==> config.mk <==
export PLATFORM = sky130hd
export DESIGN_NAME = seg_scan_ctrl_flat
export DESIGN_NICKNAME = d
export VERILOG_FILES = /design/src/rtl/seg_scan_if.sv /design/src/rtl/seg_scan_ctrl.sv /design/src/flat_wrapper.sv
export SDC_FILE = /design/constraint.sdc
export NUM_CORES = 1
export LEC_CHECK = 0
export CORE_MARGIN = 5
export CORE_UTILIZATION = 35
export CTS_BUF_LIST = sky130_fd_sc_hd__clkbuf_4 sky130_fd_sc_hd__clkbuf_8
export DETAILED_ROUTE_END_ITERATION = 16
export GPL_TIMING_DRIVEN = 0
export SLEW_MARGIN = 20
export SYNTH_ARGS = -nofsm -noshare
export SYNTH_HDL_FRONTEND = slang
export SYNTH_SLANG_ARGS = --single-unit
==> constraint.sdc <==
create_clock -name clk -period 7.5 [get_ports clk]
set_input_delay 0.75 -clock clk [delete_from_list [all_inputs] [get_ports clk]]
set_output_delay 0.75 -clock clk [all_outputs]
set_load 0.05 [all_outputs]
==> src/rtl/seg_scan_if.sv <==
// Bundle between the seven-segment scan controller and its surroundings:
// the snapshot inputs plus the digit-select and cathode outputs.
interface seg_scan_if;
  logic [31:0] data_in;
  logic [7:0]  dp_in;
  logic [7:0]  blank_in;
  logic        lz_blank;
  logic [2:0]  sel;
  logic [6:0]  seg;
  logic        dp;
  logic        frame_start;

  modport master (
    output data_in, dp_in, blank_in, lz_blank,
    input  sel, seg, dp, frame_start
  );

  modport slave (
    input  data_in, dp_in, blank_in, lz_blank,
    output sel, seg, dp, frame_start
  );
endinterface

==> src/rtl/seg_scan_ctrl.sv <==
// Time-multiplexed 7-segment scan controller: walks sel across DIGITS slots and
// drives active-low cathodes from a per-frame snapshot of the display inputs.
module seg_scan_ctrl #(
  parameter int REFRESH_DIV = 12500,
  parameter int DEAD_CYCLES = 500,
  parameter int DIGITS      = 8
) (
  input  logic       clk,
  input  logic       reset,
  seg_scan_if.slave  bus
);

  localparam int              PW         = $clog2(REFRESH_DIV);
  localparam logic [PW-1:0]   PRESC_LAST = PW'(REFRESH_DIV - 1);
  localparam logic [PW-1:0]   DEAD_LIM   = PW'(DEAD_CYCLES);
  localparam logic [2:0]      SEL_LAST   = 3'(DIGITS - 1);

  logic [PW-1:0] presc_q, presc_d;
  logic [2:0]    sel_q, sel_d;
  logic [6:0]    seg_q, seg_d;
  logic          dp_q, dp_d;
  logic          frame_start_q, frame_start_d;
  logic          load_pending_q, load_pending_d;
  logic [31:0]   sh_data_q, sh_data_d;
  logic [7:0]    sh_dp_q, sh_dp_d;
  logic [7:0]    sh_blank_q, sh_blank_d;
  logic          sh_lz_q, sh_lz_d;

  logic          tick, wrap, load;
  logic [7:0]    lead_zero;
  logic          higher_ok;
  logic [3:0]    nib;

  function automatic logic [6:0] hex7(input logic [3:0] v);
    case (v)
      4'h0: hex7 = 7'b1000000;
      4'h1: hex7 = 7'b1111001;
      4'h2: hex7 = 7'b0100100;
      4'h3: hex7 = 7'b0110000;
      4'h4: hex7 = 7'b0011001;
      4'h5: hex7 = 7'b0010010;
      4'h6: hex7 = 7'b0000010;
      4'h7: hex7 = 7'b1111000;
      4'h8: hex7 = 7'b0000000;
      4'h9: hex7 = 7'b0010000;
      4'hA: hex7 = 7'b0001000;
      4'hB: hex7 = 7'b0000011;
      4'hC: hex7 = 7'b1000110;
      4'hD: hex7 = 7'b0100001;
      4'hE: hex7 = 7'b0000110;
      default: hex7 = 7'b0001110;
    endcase
  endfunction

  always_ff @(posedge clk) begin
    if (reset) begin
      presc_q        <= '0;
      sel_q          <= '0;
      seg_q          <= 7'h7F;
      dp_q           <= 1'b1;
      frame_start_q  <= 1'b0;
      load_pending_q <= 1'b1;
      sh_data_q      <= '0;
      sh_dp_q        <= '0;
      sh_blank_q     <= 8'hFF;
      sh_lz_q        <= 1'b0;
    end else begin
      presc_q        <= presc_d;
      sel_q          <= sel_d;
      seg_q          <= seg_d;
      dp_q           <= dp_d;
      frame_start_q  <= frame_start_d;
      load_pending_q <= load_pending_d;
      sh_data_q      <= sh_data_d;
      sh_dp_q        <= sh_dp_d;
      sh_blank_q     <= sh_blank_d;
      sh_lz_q        <= sh_lz_d;
    end
  end

  // Slot timing and frame snapshot; the first cycle after reset always loads.
  always_comb begin
    tick           = (presc_q == PRESC_LAST);
    wrap           = tick && (sel_q == SEL_LAST);
    load           = wrap || load_pending_q;
    presc_d        = tick ? '0 : presc_q + 1'b1;
    sel_d          = tick ? (wrap ? 3'd0 : sel_q + 3'd1) : sel_q;
    load_pending_d = 1'b0;
    frame_start_d  = load;
    sh_data_d      = load ? bus.data_in  : sh_data_q;
    sh_dp_d        = load ? bus.dp_in    : sh_dp_q;
    sh_blank_d     = load ? bus.blank_in : sh_blank_q;
    sh_lz_d        = load ? bus.lz_blank : sh_lz_q;
  end

  // Outputs use next-state sel/prescaler/shadow so seg lines up with sel.
  always_comb begin
    lead_zero = '0;
    higher_ok = 1'b1;
    for (int k = DIGITS - 1; k >= 0; k--) begin
      lead_zero[k] = higher_ok && (sh_data_d[4*k +: 4] == 4'h0);
      higher_ok    = higher_ok && ((sh_data_d[4*k +: 4] == 4'h0) || sh_blank_d[k]);
    end
    nib   = sh_data_d[{sel_d, 2'b00} +: 4];
    seg_d = 7'h7F;
    dp_d  = 1'b1;
    if ((presc_d >= DEAD_LIM) && !sh_blank_d[sel_d]) begin
      dp_d = ~sh_dp_d[sel_d];
      if (!(sh_lz_d && (sel_d != 3'd0) && lead_zero[sel_d]))
        seg_d = hex7(nib);
    end
  end

  assign bus.sel         = sel_q;
  assign bus.seg         = seg_q;
  assign bus.dp          = dp_q;
  assign bus.frame_start = frame_start_q;

endmodule

==> src/flat_wrapper.sv <==
// flat-port wrapper written by rule: the top's interface ports become plain ports
module seg_scan_ctrl_flat 
#(
  parameter int REFRESH_DIV = 12500,
  parameter int DEAD_CYCLES = 500,
  parameter int DIGITS      = 8
)
  (clk, reset, bus_data_in, bus_dp_in, bus_blank_in, bus_lz_blank, bus_sel, bus_seg, bus_dp, bus_frame_start);
  seg_scan_if bus_i ();
  input  logic clk;
  input  logic reset;
  input wire logic [$bits(bus_i.data_in)-1:0] bus_data_in;
  input wire logic [$bits(bus_i.dp_in)-1:0] bus_dp_in;
  input wire logic [$bits(bus_i.blank_in)-1:0] bus_blank_in;
  input wire logic [$bits(bus_i.lz_blank)-1:0] bus_lz_blank;
  output wire logic [$bits(bus_i.sel)-1:0] bus_sel;
  output wire logic [$bits(bus_i.seg)-1:0] bus_seg;
  output wire logic [$bits(bus_i.dp)-1:0] bus_dp;
  output wire logic [$bits(bus_i.frame_start)-1:0] bus_frame_start;
  assign bus_i.data_in = bus_data_in;
  assign bus_i.dp_in = bus_dp_in;
  assign bus_i.blank_in = bus_blank_in;
  assign bus_i.lz_blank = bus_lz_blank;
  assign bus_sel = bus_i.sel;
  assign bus_seg = bus_i.seg;
  assign bus_dp = bus_i.dp;
  assign bus_frame_start = bus_i.frame_start;
  seg_scan_ctrl #(.REFRESH_DIV(REFRESH_DIV), .DEAD_CYCLES(DEAD_CYCLES), .DIGITS(DIGITS)) u_core (.clk(clk), .reset(reset), .bus(bus_i));
endmodule
==> qor.log <==
INFO  synth          postSynthCellCount=514
INFO  critical_path  cp_top_family=compound AO/OA/AOI/OAI gates
INFO  floorplan      pin_count=63
INFO  floorplan      placement_rows=41
INFO  flow_run       timing.max_cap.violations=0
INFO  placed_design  pre_cts_ws=2780ps
INFO  synth          yosysWarnings=0
INFO  synth          synth-adder-area-share=2.55%
INFO  min_path       hold_class=flip-flop to flip-flop
INFO  pwr            peakVddDrop=121uV
INFO  critical_path  crit_end_element=flip-flop
INFO  floorplan      die_area=14900um2
INFO  finish         layout.cell_area.non_filler=5480um2
INFO  pwr            pwr_density_cell=170nW/um2
INFO  floorplan      die_h=122um
INFO  detailed_routing routed_wire_length_per_instance=18.0um
INFO  finish         nNetsFinal=647
INFO  sta            setup_viol_count_final=0
INFO  critical_path  reg_to_reg_critical_path_startpoint=u_core.bus.sel[1]
INFO  floorplan      core_area=12500um2
INFO  cts            tritoncts_num_sinks=76
INFO  global_route   grt_antenna_before_repair=0
INFO  critical_path  timing.critical_path.fanout_max=10
INFO  pwr            pwr-share-seq=46.3%
INFO  placed_design  placement.cell_area=5250um2
INFO  pwr            p_clk_share=39.0%
INFO  synth          async_flop_share=0%
INFO  sta            slew_headroom=33.5%
INFO  global_route   grt-ovfl-total=0
INFO  detailed_routing drtAntennaViolNets=0
INFO  synth          synth-xor-area-share=2.38%
INFO  cts            post_cts.resized_instances=0
INFO  finish         antennaDiodeCount=0
INFO  cts            tritoncts=done
INFO  detailed_routing drt_drc_violations_left=0
INFO  floorplan      initial_core_util=35.4%
INFO  sta            max_clock_freq=209MHz
INFO  critical_path  slowest_stage=o31ai_1
INFO  critical_path  worst_ep_arrival_time=5010ps
INFO  placed_design  dp_hpwl=10500um
INFO  synth          muxShareOfSynthArea=14.5%
INFO  sta            rsz0062_at_grt=false
INFO  critical_path  critical_path.n_buffers_inverters=4
INFO  detailed_routing wl=13700um
INFO  global_route   first_global_vias=4262
INFO  floorplan      die-width=122um
INFO  sta            setup_tns=0ps
INFO  sta            final_period_util=63.7%
INFO  detailed_routing routed-via-count=4214
INFO  cts            post_cts_hold_buffer_count=0
INFO  cts            worstSkewPairLatency=380ps
INFO  critical_path  crit_required=7730ps
INFO  synth          synth_top_family_by_area=simple AND/OR/NAND/NOR gates
INFO  finish         areaGrowthSynthToFinish=24.2%
INFO  synth          postSynth.topFlopCell=dfxtp_1
INFO  synth          postSynthRegisterBits=76
INFO  synth          synth_compound_area_share=17.8%
INFO  critical_path  slowest_delay=850ps
INFO  synth          syn_nets=574
INFO  critical_path  critical_path.most_common_cell=ha_1
INFO  detailed_routing drt_first_iter_violations=271
INFO  global_route   grt_pass1_wl=22000um
INFO  cts            cts.root.buffer_cell=clkbuf_8
INFO  sta            post-route-min-period=4780ps
INFO  global_route   maximum_number_of_pins_on_one_net_before_global_route_repair=14
INFO  placed_design  place_congestion=0.902
INFO  synth          synthesis.area=4410um2
INFO  detailed_routing via_per_inst=5.52
INFO  detailed_routing number_of_search_and_repair_iterations_in_the_first_detailed_routing_pass=5
INFO  sta            final.setup_skew=9.50ps
INFO  sta            hold_violations=0
INFO  synth          post_synth.cell_area_avg=8.58um2
INFO  cts            ctsHtreeMaxLevel=3
INFO  sta            slew_violations=0
INFO  critical_path  critPathLaunch=u_core.bus.sel[1]
INFO  critical_path  worstPathCellList=ha_1 -> ha_1 -> and3b_1 -> and4_1 -> buf_2 -> a21oi_1 -> buf_2 -> mux2i_1 -> o22ai_1 -> o31ai_1 -> inv_1 -> ha_1 -> inv_1 -> nor3_1 -> nor3_1 -> o21ai_1
INFO  outcome        result_of_the_run=completed
INFO  cts            cts_made_buffers=9
INFO  pwr            power_switching_share=26.5%
INFO  synth          synth.lib_cells_used.distinct=69
INFO  cts            post_cts.repair.setup_buffers=0
INFO  critical_path  setup.worst_path.start_class=flip-flop
INFO  sta            worst_pin_slew=989ps
INFO  pwr            power_report.internal_total=0.684mW
INFO  pwr            pwr-share-comb=14.7%
INFO  min_path       holdCritStartpoint=u_core.sh_data_q[3]
INFO  global_route   grt_usage=19.0%
INFO  synth          synth_sequential_area_ratio=34.5%
INFO  finish         drive_gt1_share=8.78%
INFO  cts            path_clk_slew=80ps
INFO  finish         utilization_after_layout=43.9%
INFO  pwr            static_leakage_power=2.11nW
INFO  pwr            net-switching-power=0.247mW
INFO  placed_design  io_buffer_count=62
INFO  critical_path  worstSetupPathType=flip-flop to flip-flop
INFO  synth          synth-simple-area-share=23.1%
INFO  sta            setup_slack=2720ps
INFO  synth          synth-edff-count=0
INFO  cts            number_of_buffers_on_the_longest_clock_path=2
## worst min-delay path, delay by kind of cell, from the launching register on
| family | cells | cell delay, ps |
|---|---|---|
| AO/OA/AOI/OAI | 1 | 50 |
| AND/OR/NAND/NOR | 1 | 60 |
| flip-flops | 1 | 320 |
## kinds of logic (layout without fill, tap and decap cells)
| kind of cell | Yosys count | count (layout) |
|---|---|---|
| xor+xnor | 12 | 12 |
| compound gates | 108 | 108 |
| buf+inv | 46 | 124 |
| simple gates | 201 | 201 |
| fa+ha+maj | 9 | 9 |
| mux | 62 | 62 |
| flops | 76 | 76 |
## registers in the layout, summed over array words and instances, names as in the netlist, 3 cells and up
name / count
u_core.sh_dp_q: 8
u_core.presc_q: 14
u_core.sh_blank_q: 8
u_core.bus.sel: 3
u_core.bus.seg: 7
u_core.sh_data_q: 32
## power groups by stage
stage / combinational [mW] / sequential, mW / clock (mW)
CTS: 0.136 / 0.431 / 0.373
detailed placement: 0.135 / 0.441 / 0
finish: 0.137 / 0.431 / 0.364
floorplan: 0.0774 / 0.438 / 0
global route: 0.150 / 0.434 / 0.390
global placement: 0.132 / 0.440 / 0
## per-stage QoR
step | cells | hold WS, ps | power, mW
CTS | 764 | 465 | 0.940
global placement | 748 | 440 | 0.572
detailed placement | 748 | 453 | 0.576
global route | 764 | 483 | 0.973
finish | 764 | 470 | 0.932
floorplan | 514 | 432 | 0.515
## routing by layer
metal	global-route usage (%)	wire [um]	up-vias
met5	0	0	-
met4	8.75	498	0
met3	5.21	747	32
met2	30.8	6540	140
met1	23.5	5950	2007
li1	-	-	2035
## final cells by class
cell class,instances,area (um2)
well taps,172,215
clock buffers,11,145
fillers,1242,6990
repair buffers,62,621
multi-input cells,392,2660
clock inverters,5,85.1
plain buffers,35,185
flip-flops and latches,76,1520
inverters,11,41.3
## cell usage in the layout, fill, tap and decap left out, drive strengths merged, types with 3 or more instances in the layout
master	n
mux2i	58
a21oi	30
nor2	54
o221ai	3
nor4	19
nand3	13
xor2	5
o211ai	8
dfxtp	76
and3	7
a211oi	11
o21ai	13
o2111ai	3
nand4	4
mux2	3
a211o	3
clkbuf	26
or3	4
ha	9
inv	11
nor2b	3
xnor2	7
and4	3
o22ai	5
nand2b	9
buf	20
a41oi	3
clkdlybuf4s50	62
nand2	61
nor3	13
o32ai	4
## Yosys cell counts (10+ instances only)
| library cell | instances | area, um2 |
|---|---|---|
| nor3_1 | 13 | 65.1 |
| clkbuf_1 | 15 | 56.3 |
| a211oi_1 | 10 | 75.1 |
| nor4_1 | 17 | 106 |
| nand2_1 | 61 | 229 |
| nor2_1 | 53 | 199 |
| nand3_1 | 13 | 65.1 |
| buf_2 | 13 | 65.1 |
| dfxtp_1 | 76 | 1520 |
| a21oi_1 | 29 | 145 |
| mux2i_1 | 58 | 581 |
| inv_1 | 11 | 41.3 |
## worst paths after layout
path,cells after the start,slack (ps),to
max,16,2720,u_core.bus.seg[3]
min,2,470,u_core.sh_data_q[3]
max reg2reg,16,2720,u_core.bus.seg[3]
min reg2reg,2,470,u_core.sh_data_q[3]
Note: power is estimated with default switching activity, not from simulation.
==> RTL edit: new RTL, same flow settings <==
`REFRESH_DIV` is set to 12500 in 2 places; all go to 50000.
--- a/src/rtl/seg_scan_ctrl.sv
+++ b/src/rtl/seg_scan_ctrl.sv
@@ -3,3 +3,3 @@
 module seg_scan_ctrl #(
-  parameter int REFRESH_DIV = 12500,
+  parameter int REFRESH_DIV = 50000,
   parameter int DEAD_CYCLES = 500,
--- a/src/flat_wrapper.sv
+++ b/src/flat_wrapper.sv
@@ -3,3 +3,3 @@
 #(
-  parameter int REFRESH_DIV = 12500,
+  parameter int REFRESH_DIV = 50000,
   parameter int DEAD_CYCLES = 500,
Function: no difference found for any inputs over 10 cycles, from zero or initial values and one cycle with reset high; that may be too few to reach the edited logic, so the function may still have changed.
==> RTL edit against the unedited design <==
- design area decreased by 1.3%
- highest routed layer unchanged
- clock skew increased by 1.1 ps
- largest power group unchanged
- critical endpoint unchanged
- largest cell class unchanged
- global-route usage increased by 0.075 points
- worst setup slack improved by 210 ps
- critical path type unchanged
- area after synthesis decreased by 0.77%
- power decreased by 1.9%
- sequential cell count increased by 2
- wire length increased by 0.13%
- first-iteration DRC count increased by 30%
==> RTL edit: results (changes against the unedited design) <==
status finished, final reports clean (unchanged); hold crit path type reg -> reg (unchanged); Final HPWL DP 10350 um (was 10500 um); Layout Skew 10.59 ps (was 9.501 ps); share of layout cells above drive strength 1 0.09983 (was 0.08784); Routed met2 length 6057 um (was 6535 um); ys flop type dfxtp_1 (unchanged); worst-path cell with the longest stage delay o221ai_1 (was o31ai_1); Max Cap Viol 0 (unchanged); port buffer count 62 (unchanged); global-route wire length before repair 21840 um (was 22000 um); Via Count 4064 (was 4214); wl on met1 6566 um (was 5954 um); Post-CTS Setup Inserts 0 (unchanged); Nets 636 (was 647); synth warn 0 (unchanged); worst rel slew slack 0.5176 (was 0.3353); syn nets 563 (was 574); Seq/Total Area, Yosys 0.3569 (was 0.3451); CP delay by family, top compound AO/OA/AOI/OAI gates (unchanged); Overall Global Routing Usage 0.1910 (was 0.1903); Slowest Stage Delay on Critical Path 610 ps (was 850 ps); main area contributors after synthesis dfxtp_1 (36%), mux2i_1 (8.2%), nor2_1 (5.2%), nand2_1 (4.6%), nand3_1 (2.7%) (was dfxtp_1 (35%), mux2i_1 (13%), nand2_1 (5.2%), nor2_1 (4.5%), a21oi_1 (3.3%)); DR WL met3 905 um (was 747 um); Post-synth top cells dfxtp_1 (78), nor2_1 (61), nand2_1 (54) (was dfxtp_1 (76), nand2_1 (61), mux2i_1 (58)); arrival time worst endpoint 4840 ps (was 5010 ps); maximum VDD drop 0.1370 mV (was 0.1210 mV); biggest regs u_core.sh_data_q: 32 flops, u_core.presc_q: 16 flops (was u_core.sh_data_q: 32 flops, u_core.presc_q: 14 flops); initial antenna violation count 0 (unchanged); Netlist cell types 63 (was 69); P_leak 2.102 nW (was 2.111 nW); routability cong. 0.9149 (was 0.9020); ANT cells 0 (unchanged); largest net degree at the start of global routing 15 (was 14); wire per inst 18.36 um (was 17.98 um); Iter 0 DRT Violations 351 (was 271)
-- RTL edit: metrics by stage --
step / setup WS, ps / instance area [um^2] / instances
floorplan: 3875 / 4375 / 503
global placement: 3031 / 5206 / 733
detailed placement: 3035 / 5206 / 733
CTS: 3014 / 5403 / 749
global route: 2724 / 5403 / 749
finish: 2930 / 5403 / 749
-- RTL edit: report_power, final --
| group | internal [mW] | switching, mW | total (mW) |
|---|---|---|---|
| registers | 0.431 | 0.0105 | 0.442 |
| clock network | 0.155 | 0.174 | 0.329 |
| logic | 0.0677 | 0.0751 | 0.143 |
-- RTL edit: final timing paths --
path | startpoint | cells after the start | end | slack, ps
setup reg to reg | u_core.presc_q[0] | 17 | u_core.bus.seg[3] | 2930
hold reg to reg | u_core.presc_q[0] | 1 | u_core.presc_q[0] | 460
setup / recovery | u_core.presc_q[0] | 17 | u_core.bus.seg[3] | 2930
hold / removal | u_core.presc_q[0] | 1 | u_core.presc_q[0] | 460
-- RTL edit: area by class of cell --
type	instances	area, um^2
clock buffers	9	123.9
fillers	1224	6709
well taps	168	210.2
plain buffers	33	192.7
flip-flops and latches	78	1562
inverters	14	52.55
clock inverters	7	72.57
repair buffers	62	620.6
multi-input cells	378	2569
-- RTL edit: cells by family after synthesis --
family,count (synthesis),share of synthesized area
multiplexers,46,0.1253
AO/OA/AOI/OAI,104,0.1696
flip-flops,78,0.3569
XOR/XNOR,16,0.03203
buffers and inverters,47,0.05605
adder cells (fa/ha/maj),9,0.02574
AND/OR/NAND/NOR,203,0.2345
-- RTL edit: layer usage --
layer | track usage | up-vias
li1 | - | 1979
met1 | 0.2633 | 1924
met2 | 0.2925 | 145
met3 | 0.05339 | 16
met4 | 0.05392 | 0
met5 | 0 | -
